==> config.mk <==
export PLATFORM = sky130hd
export DESIGN_NAME = sdram_stream_writer
export DESIGN_NICKNAME = d
export VERILOG_FILES = /design/src/rtl/sdram_writer_pkg.sv /design/src/rtl/sdram_writer_fifo.sv /design/src/rtl/sdram_stream_writer.sv
export SDC_FILE = /design/constraint.sdc
export NUM_CORES = 1
export LEC_CHECK = 0
export ABC_AREA = 0
export CORE_MARGIN = 2
export CORE_UTILIZATION = 50
export DETAILED_ROUTE_END_ITERATION = 12
export PLACE_DENSITY_LB_ADDON = 0.25
export SYNTH_ARGS = -nofsm -noshare
export SYNTH_HDL_FRONTEND = slang
export SYNTH_HIERARCHICAL = 1
export SYNTH_SLANG_ARGS = --single-unit
==> constraint.sdc <==
create_clock -name iCLK -period 8.2 [get_ports iCLK]
set_clock_uncertainty 0.1 [all_clocks]
set_input_delay 1.23 -clock iCLK [delete_from_list [all_inputs] [get_ports iCLK]]
set_output_delay 1.23 -clock iCLK [all_outputs]
set_load 0.03 [all_outputs]
==> src/rtl/sdram_writer_pkg.sv <==
// sdram_writer_pkg: shared state encoding and default widths for the SDRAM stream writer.
package sdram_writer_pkg;
   typedef enum logic [1:0] {ST_IDLE = 2'd0, ST_RUN = 2'd1, ST_DONE_WAIT = 2'd2} state_t;
   localparam int DEF_DATA_W = 16;
   localparam int DEF_ADDR_W = 25;
endpackage

==> src/rtl/sdram_writer_fifo.sv <==
// sdram_writer_fifo: synchronous FIFO with flush; flush wins over a same-cycle push or pop.
module sdram_writer_fifo #(
   parameter int W     = 17,
   parameter int DEPTH = 8,
   parameter int AW    = 3
)(
   input  logic         clk,
   input  logic         rst,
   input  logic         push,
   input  logic         pop,
   input  logic         flush,
   input  logic [W-1:0] din,
   output logic         full,
   output logic         empty,
   output logic [W-1:0] head
);
   logic [W-1:0] mem [DEPTH];
   logic [AW-1:0] wp_q, wp_d, rp_q, rp_d;
   logic [AW:0] cnt_q, cnt_d;
   logic do_push, do_pop;
   assign full    = cnt_q == (AW+1)'(DEPTH);
   assign empty   = cnt_q == '0;
   assign head    = mem[rp_q];
   assign do_pop  = pop && !empty;
   assign do_push = push && (!full || do_pop);
   always_comb begin
      wp_d  = flush ? '0 : wp_q + AW'(do_push);
      rp_d  = flush ? '0 : rp_q + AW'(do_pop);
      cnt_d = flush ? '0 : cnt_q + (AW+1)'(do_push) - (AW+1)'(do_pop);
   end
   always_ff @(posedge clk or posedge rst) begin
      if (rst) begin
         wp_q  <= '0;
         rp_q  <= '0;
         cnt_q <= '0;
      end else begin
         wp_q  <= wp_d;
         rp_q  <= rp_d;
         cnt_q <= cnt_d;
      end
   end
   always_ff @(posedge clk) begin
      if (do_push && !flush) mem[wp_q] <= din;
   end
endmodule

==> src/rtl/sdram_stream_writer.sv <==
// sdram_stream_writer: captures level-signalled source words into a FIFO and drains them to an SDRAM write port.
// Optional SDRAM_STREAM_WRITER_STATS_EN adds accepted-word and stall-cycle counters.
module sdram_stream_writer
   import sdram_writer_pkg::*;
#(
   parameter int DATA_W     = DEF_DATA_W,
   parameter int ADDR_W     = DEF_ADDR_W,
   parameter int FIFO_DEPTH = 8,
   parameter int FIFO_AW    = 3
)(
   input  logic              iCLK,
   input  logic              iRST,
   input  logic              iTRIGGER,
   input  logic [ADDR_W-1:0] iBASE_ADDR,
   input  logic [DATA_W-1:0] iSRC_DATA,
   input  logic              iSRC_READY,
   input  logic              iSRC_LAST,
   input  logic              iWAIT_REQUEST,
   output logic              oWR_EN,
   output logic [DATA_W-1:0] oWR_DATA,
   output logic [ADDR_W-1:0] oWR_ADDR,
   output logic              oDONE,
   output logic              oOVERFLOW,
   output logic              oABORTED
`ifdef SDRAM_STREAM_WRITER_STATS_EN
   ,output logic [ADDR_W-1:0] oWORD_COUNT,
   output logic [15:0]       oSTALL_COUNT
`endif
);
   state_t state_q, state_d;
   logic [ADDR_W-1:0] addr_q, addr_d;
   logic edge_q, edge_d, ovf_q, ovf_d, abt_q, abt_d;
   logic start, abort, push, pop, last_pop, flush, full, empty;
   logic [DATA_W:0] head;
   sdram_writer_fifo #(.W(DATA_W + 1), .DEPTH(FIFO_DEPTH), .AW(FIFO_AW)) u_fifo (
      .clk(iCLK), .rst(iRST), .push(push), .pop(pop), .flush(flush),
      .din({iSRC_LAST, iSRC_DATA}), .full(full), .empty(empty), .head(head)
   );
   assign start     = state_q == ST_IDLE && iTRIGGER;
   assign abort     = state_q == ST_RUN && !iTRIGGER;
   assign push      = state_q == ST_RUN && iSRC_READY && !edge_q;
   assign oWR_EN    = state_q == ST_RUN && !empty;
   // abort beats a pending pop, so a write cut mid-handshake is never counted as accepted
   assign pop       = oWR_EN && !iWAIT_REQUEST && iTRIGGER;
   assign last_pop  = pop && head[DATA_W];
   assign flush     = start || abort || last_pop;
   assign oWR_DATA  = oWR_EN ? head[DATA_W-1:0] : '0;
   assign oWR_ADDR  = addr_q;
   assign oDONE     = state_q != ST_RUN;
   assign oOVERFLOW = ovf_q;
   assign oABORTED  = abt_q;
   always_comb begin
      state_d = start ? ST_RUN :
                abort ? ST_IDLE :
                last_pop ? ST_DONE_WAIT :
                (state_q == ST_DONE_WAIT && !iTRIGGER) ? ST_IDLE : state_q;
      addr_d  = start ? iBASE_ADDR : pop ? addr_q + ADDR_W'(1) : addr_q;
      edge_d  = iSRC_READY;
      ovf_d   = start ? 1'b0 : ovf_q || (push && full && !pop);
      abt_d   = start ? 1'b0 : abt_q || abort;
   end
   always_ff @(posedge iCLK or posedge iRST) begin
      if (iRST) begin
         state_q <= ST_IDLE;
         addr_q  <= '0;
         edge_q  <= 1'b0;
         ovf_q   <= 1'b0;
         abt_q   <= 1'b0;
      end else begin
         state_q <= state_d;
         addr_q  <= addr_d;
         edge_q  <= edge_d;
         ovf_q   <= ovf_d;
         abt_q   <= abt_d;
      end
   end
`ifdef SDRAM_STREAM_WRITER_STATS_EN
   logic [ADDR_W-1:0] wcnt_q, wcnt_d;
   logic [15:0] scnt_q, scnt_d;
   always_comb begin
      wcnt_d = start ? '0 : (pop && !(&wcnt_q)) ? wcnt_q + ADDR_W'(1) : wcnt_q;
      scnt_d = start ? '0 : (oWR_EN && iWAIT_REQUEST && !(&scnt_q)) ? scnt_q + 16'd1 : scnt_q;
   end
   always_ff @(posedge iCLK or posedge iRST) begin
      if (iRST) begin
         wcnt_q <= '0;
         scnt_q <= '0;
      end else begin
         wcnt_q <= wcnt_d;
         scnt_q <= scnt_d;
      end
   end
   assign oWORD_COUNT  = wcnt_q;
   assign oSTALL_COUNT = scnt_q;
`endif
endmodule

After elaboration in Yosys (flattened, before gate mapping):

Memory sizes are Yosys's and may differ from the RTL's.
Cells that the tools add are included.

* $add $sub $neg: 5
* equality and inequality tests: 4
* muxes and demuxes: 14
* reductions and logical operators: 30

Operator list (count)
* two-way mux 25 bit: 2
* adder 25 x 1 -> 25 bit, second input constant: 1
* two-way mux 16 bit: 1
* logical AND 1 bit: 14
* two-way mux 2 bit: 4
* logical NOT 1 bit: 7
* adder 3 x 1 -> 3 bit: 2
* two-way mux 3 bit: 2
* logical OR 1 bit: 5
* adder 4 x 1 -> 4 bit: 1
* == test 4 bit, second input constant: 1
* logical NOT 4 bit: 1
* two-way mux 1 bit: 4
* two-way mux 4 bit: 1
* nonzero test 4 bit: 1
* subtractor 4 x 1 -> 4 bit: 1
* == test 2 x 1 -> 1 bit, second input constant: 1
* == test 2 bit, second input constant: 1
* logical NOT 2 bit: 1
* inequality test 2 x 1 -> 1 bit, second input constant: 1
* nonzero test 2 bit: 1

* register bits: 40
* RAM bits: 136
* bits of input ports: 47
* output and inout port bits: 45
* logic and storage cells: 62
* memories: 1

Memories
* u_fifo.mem: words 8, width 17, rd ports 1, clocked after memory_dff 0, write ports 1, RTL line sdram_writer_fifo.sv:17 `logic [W-1:0] mem [DEPTH];`

Depth between registers and ports, before layout:

* depth in word-level cells: 11
* gate-level depth with buffers: 14
* gate-level depth less buffers: 13

By module:

The synthesis kept the hierarchy.

Modules (own cells, without submodules)
* sdram_writer_fifo: times used 1, cells each 264, area each 5860.6 um^2, sequential area each 4334.2 um^2
* sdram_stream_writer: times used 1, cells each 219, area each 1838.0 um^2, sequential area each 750.7 um^2

Worst setup path after synthesis:

OpenSTA, ideal clock, no wires.

* path type: input to register
* start point: in iTRIGGER
* end point: mem u_fifo.mem[3][0] (enable)
* library setup time: 0.435 ns
* arrival: 4.103 ns
* required time: 7.665 ns
* setup slack: 3.562 ns
* stages on the path: 7
* path buffers: 1
* path through: clkbuf_1 -> inv_1 -> or3_1 -> inv_1 -> nor2b_1 -> o21ai_4 -> nor4_1

* elaborated cells on any way between the ends: 14
* classes of those cells: mux: 2; reduce/logical: 12

RTL lines
* start, declared: RTL line sdram_stream_writer.sv:13 `input logic iTRIGGER,`
* logical AND 1 bit *: RTL line sdram_stream_writer.sv:44 `assign pop = oWR_EN && !iWAIT_REQUEST && iTRIGGER;`
* via pop: RTL line sdram_stream_writer.sv:33 `logic start, abort, push, pop, last_pop, flush, full, empty;`
* logical AND 1 bit (on tied branches): RTL line sdram_writer_fifo.sv:24, sdram_stream_writer.sv:45
* logical OR 1 bit (on tied branches): RTL line sdram_writer_fifo.sv:25, sdram_stream_writer.sv:46
* logical AND 1 bit / logical NOT 1 bit (equally long branches): RTL line sdram_writer_fifo.sv:25, sdram_writer_fifo.sv:43
* logical AND 1 bit *: RTL line sdram_writer_fifo.sv:43 `if (do_push && !flush) mem[wp_q] <= din;`
* two-way mux 1 bit *: RTL line sdram_writer_fifo.sv:43
* two-way mux 1 bit (implied by the code) *: RTL line sdram_writer_fifo.sv:43
* end, declared: RTL line sdram_writer_fifo.sv:17

The timed path passes the listed nets; every way through them passes the cells marked *.

Worst setup path after layout:

* start point: reg u_fifo.rp_q[0]
* end point: out oWR_DATA[11]

* word-level cells in the longest chain between the ends: 2

RTL lines
* start, declared: RTL line sdram_writer_fifo.sv:18 `logic [AW-1:0] wp_q, wp_d, rp_q, rp_d;`
* start signal, assigned: RTL line sdram_writer_fifo.sv:38 `rp_q <= rp_d;`
* memory read (8 x 17 bit)
* via head[11]: RTL line sdram_stream_writer.sv:34 `logic [DATA_W:0] head;`
* two-way mux 16 bit: RTL line sdram_stream_writer.sv:47 `assign oWR_DATA = oWR_EN ? head[DATA_W-1:0] : '0;`
* end, declared: RTL line sdram_stream_writer.sv:20 `output logic [DATA_W-1:0] oWR_DATA,`

The timed path passes the listed nets, and every way through them passes these cells.

==> reports/qor.yml <==
outcome:
  status: "complete, no violations"
clock_network:
  clock_latency_ps: 430
  cts_setup_buffers: 0
  cts.reportedPaths.clkPinSlew_ps: 60
  numClockSinks: 176
  cts_root_buf: "clkbuf_16"
  cts_buffers: 17
  cts_hold_buf: 0
  cts.htree.levels: 4
  clk_path_buf_depth: 2
  cts_tree: "built"
  post_cts_resized: 0
critical_path:
  cp_data_required_time_ps: 6870
  cp_slowest_cell: "dfrtp_2"
  crit_chain: "mux4_1 > mux2_2 > and2_1 > clkdlybuf4s50_1"
  max_stage_delay_ps: 1080
  critPathMaxFanout: 35
  arrival_ps: 3210
  start_kind: "flop"
  end_kind: "output port"
  path_class: "reg -> out"
grt:
  first_global_vias: 4589
  grt_usage_pct: 19.6
  antenna_found_initial: 0
  grt_max_degree: 36
  grt_pass1_wl_um: 24000
  grt_overflow: 0
logic_synthesis:
  synth_area_mm2: 0.00770
  synthMuxAreaShare_pct: 13.7
  synth_fa_ha_area_share_pct: 1.89
  synth-seq-cells: 176
  synth_top_family_by_area: "multiplexers"
  synth_xor_area_share_pct: 1.25
  synthArstFlopShare_pct: 22.7
  synthCells: 483
  avgSynthCellArea_um2: 15.9
  synth_compound_area_share_pct: 4.03
  ys_seq_area_share_pct: 66.0
  ys.flop_type: "edfxtp_1"
  syn_nets: 541
  synth-simple-area-share_pct: 10.3
  synth_edf_count: 136
  ys_warn_count: 6
  synth_cell_types: 45
sta:
  slew_headroom_pct: 28.2
  slew_violations: 0
  finalCritPeriodShare_pct: 55.4
  fin_hold_ws_ps: 433
  fmax_mhz: 220
  setup_viol: 0
  fin_tns_setup_ps: 0
  rsz0062_at_grt: "false"
  timing.final.crit_period_ps: 4540
  worstMarginPinSlew_ps: 1080
  hold_viol_final: 0
placed_design:
  portBuffers: 91
  gp_congestion: 0.789
  dp_hpwl_um: 9400
  dp_cells: 745
floorplanning:
  dieWidth_um: 128
  ios: 92
  fp-row-count: 45
  die_y_um: 128
  core_region_area_mm2: 0.0151
  die-area_mm2: 0.0164
  initial_core_util_pct: 50.8
worst_hold_path:
  hp-class: "reg -> reg"
power:
  peakVddDrop_mv: 0.157
  total_power_mw: 2.73
  p_leak_nw: 3.24
  p_per_area_mw_per_mm2: 290
route:
  drt_first_iter_violations: 352
  drc: 0
  drt_first_pass_iters: 4
  viasPerCell: 5.79
  wl_um: 15200
  avgRoutedWirePerCell_um: 19.6
  ant_nets: 0
  num_vias: 4500
layout:
  drive_gt1_share_pct: 13.9
  fillerInstances: 1096
  syn2layout_area_growth_pct: 22.2
  diodes: 0
  seqCellArea_mm2: 0.00509
  multiInputGateArea_mm2: 0.00244
  fin_cells: 777
  nNetsFinal: 634
flow_run:
  maxCapViolations: 0
[area by class of cell]
type	count	area share [%]
repair buffers	100	10.4
flip-flops and latches	176	54.1
inverters	19	0.758
well taps	188	2.50
clock buffers	17	4.52
clock inverters	15	1.78
multi-input cells	262	26.0
[state kept, by name, summed over array words and instances (netlist names)]
| register | count |
|---|---|
| oOVERFLOW | 1 |
| oWR_ADDR | 25 |
| u_fifo/cnt_q | 4 |
| u_fifo/rp_q | 3 |
| u_fifo/wp_q | 3 |
| oABORTED | 1 |
| u_fifo/mem | 136 |
| state_q | 2 |
| edge_q | 1 |
[per-layer routing]
layer | global-route usage, % | part of all wire, %
met4 | 7.76 | 1.8
met2 | 32.0 | 50
met5 | 0 | 0
met3 | 3.92 | 3.5
met1 | 26.0 | 45
[report_power, final]
group	leakage (nW)	internal [mW]	switching, mW	total (mW)
combinational	1.25	0.329	0.443	0.772
clock	0.284	0.433	0.363	0.796
sequential	1.71	1.05	0.109	1.16
total	3.24	1.81	0.916	2.73
[final timing paths]
check	from	endpoint	slack, ps	depth (start not counted)
min reg2reg	oOVERFLOW$_DFF_PP0_	oOVERFLOW$_DFF_PP0_	430	2
max in group asynchronous	iRST	oWR_ADDR[7]$_DFFE_PP0P_	6430	3
min in group asynchronous	iRST	oWR_ADDR[1]$_DFFE_PP0P_	950	2
min	oOVERFLOW$_DFF_PP0_	oOVERFLOW$_DFF_PP0_	430	2
max reg2reg	u_fifo/rp_q[0]$_DFF_PP0_	u_fifo/mem[0][14]$_DFFE_PP_	4210	7
max	u_fifo/rp_q[0]$_DFF_PP0_	oWR_DATA[11]	3660	4
[cell usage after synthesis (6+ instances only)]
cell type	count	share of area, %
edfxtp_1	136	53
dfrtp_1	40	13
mux4_1	24	8.2
nand2_1	24	1.2
nor2_1	20	0.98
inv_1	19	0.93
and2_1	17	1.4
clkbuf_1	17	0.83
mux2_2	17	2.5
or4_1	16	1.6
nand3_1	13	0.85
o21ai_0	13	0.85
a31oi_1	12	0.98
xnor2_1	11	1.3
ha_1	10	1.6
mux4_2	10	2.9
nor3_1	8	0.52
o31ai_1	8	0.78
nor2b_1	7	0.57
or3_1	6	0.49
[cells in the final DEF (no fill, tap or decap), drive strengths merged, types with 3 or more instances in the layout]
master | synthesis | final
o21ai | 14 | 14
a21oi | 5 | 5
nand2 | 24 | 24
inv | 19 | 27
nor4 | 5 | 5
mux4 | 34 | 34
and3 | 3 | 3
nor2b | 7 | 7
xnor2 | 11 | 11
or3b | 4 | 4
nor2 | 20 | 20
and2 | 17 | 17
o31ai | 8 | 8
a31oi | 12 | 12
clkdlybuf4s50 | 0 | 91
o311ai | 3 | 3
buf | 9 | 9
mux2 | 17 | 17
nor3b | 3 | 3
nor3 | 8 | 8
dfrtp | 40 | 40
nand3 | 13 | 13
ha | 10 | 10
or4 | 16 | 16
or3 | 6 | 6
clkbuf | 17 | 17
nand4 | 4 | 4
clkinv | 0 | 4
edfxtp | 136 | 136
nand2b | 3 | 3
[logic make-up after synthesis]
family          after synthesis
compound gates               47
xor+xnor                     11
fa+ha+maj                    11
buf+inv                      45
flops                       176
mux                          52
simple gates                141
[stage by stage]
step           worst slack (ps)  utilization (%)  area (um2)
4_1_cts                    3600             62.1        9410
3_3_place_gp               3960             58.2        8820
3_5_place_dp               3890             58.2        8820
2_1_floorplan              3560                -        7700
6_report                   3660             62.1        9410
5_1_grt                    3520             62.1        9410
[worst max-delay path: cells and delay by family, from the launching register on]
| kind | cells | cell delay (ps) |
|---|---|---|
| flip-flops | 1 | 1080 |
| AND/OR/NAND/NOR | 1 | 140 |
| buffers and inverters | 1 | 590 |
| multiplexers | 2 | 960 |
(Power assumes the default switching activity.)
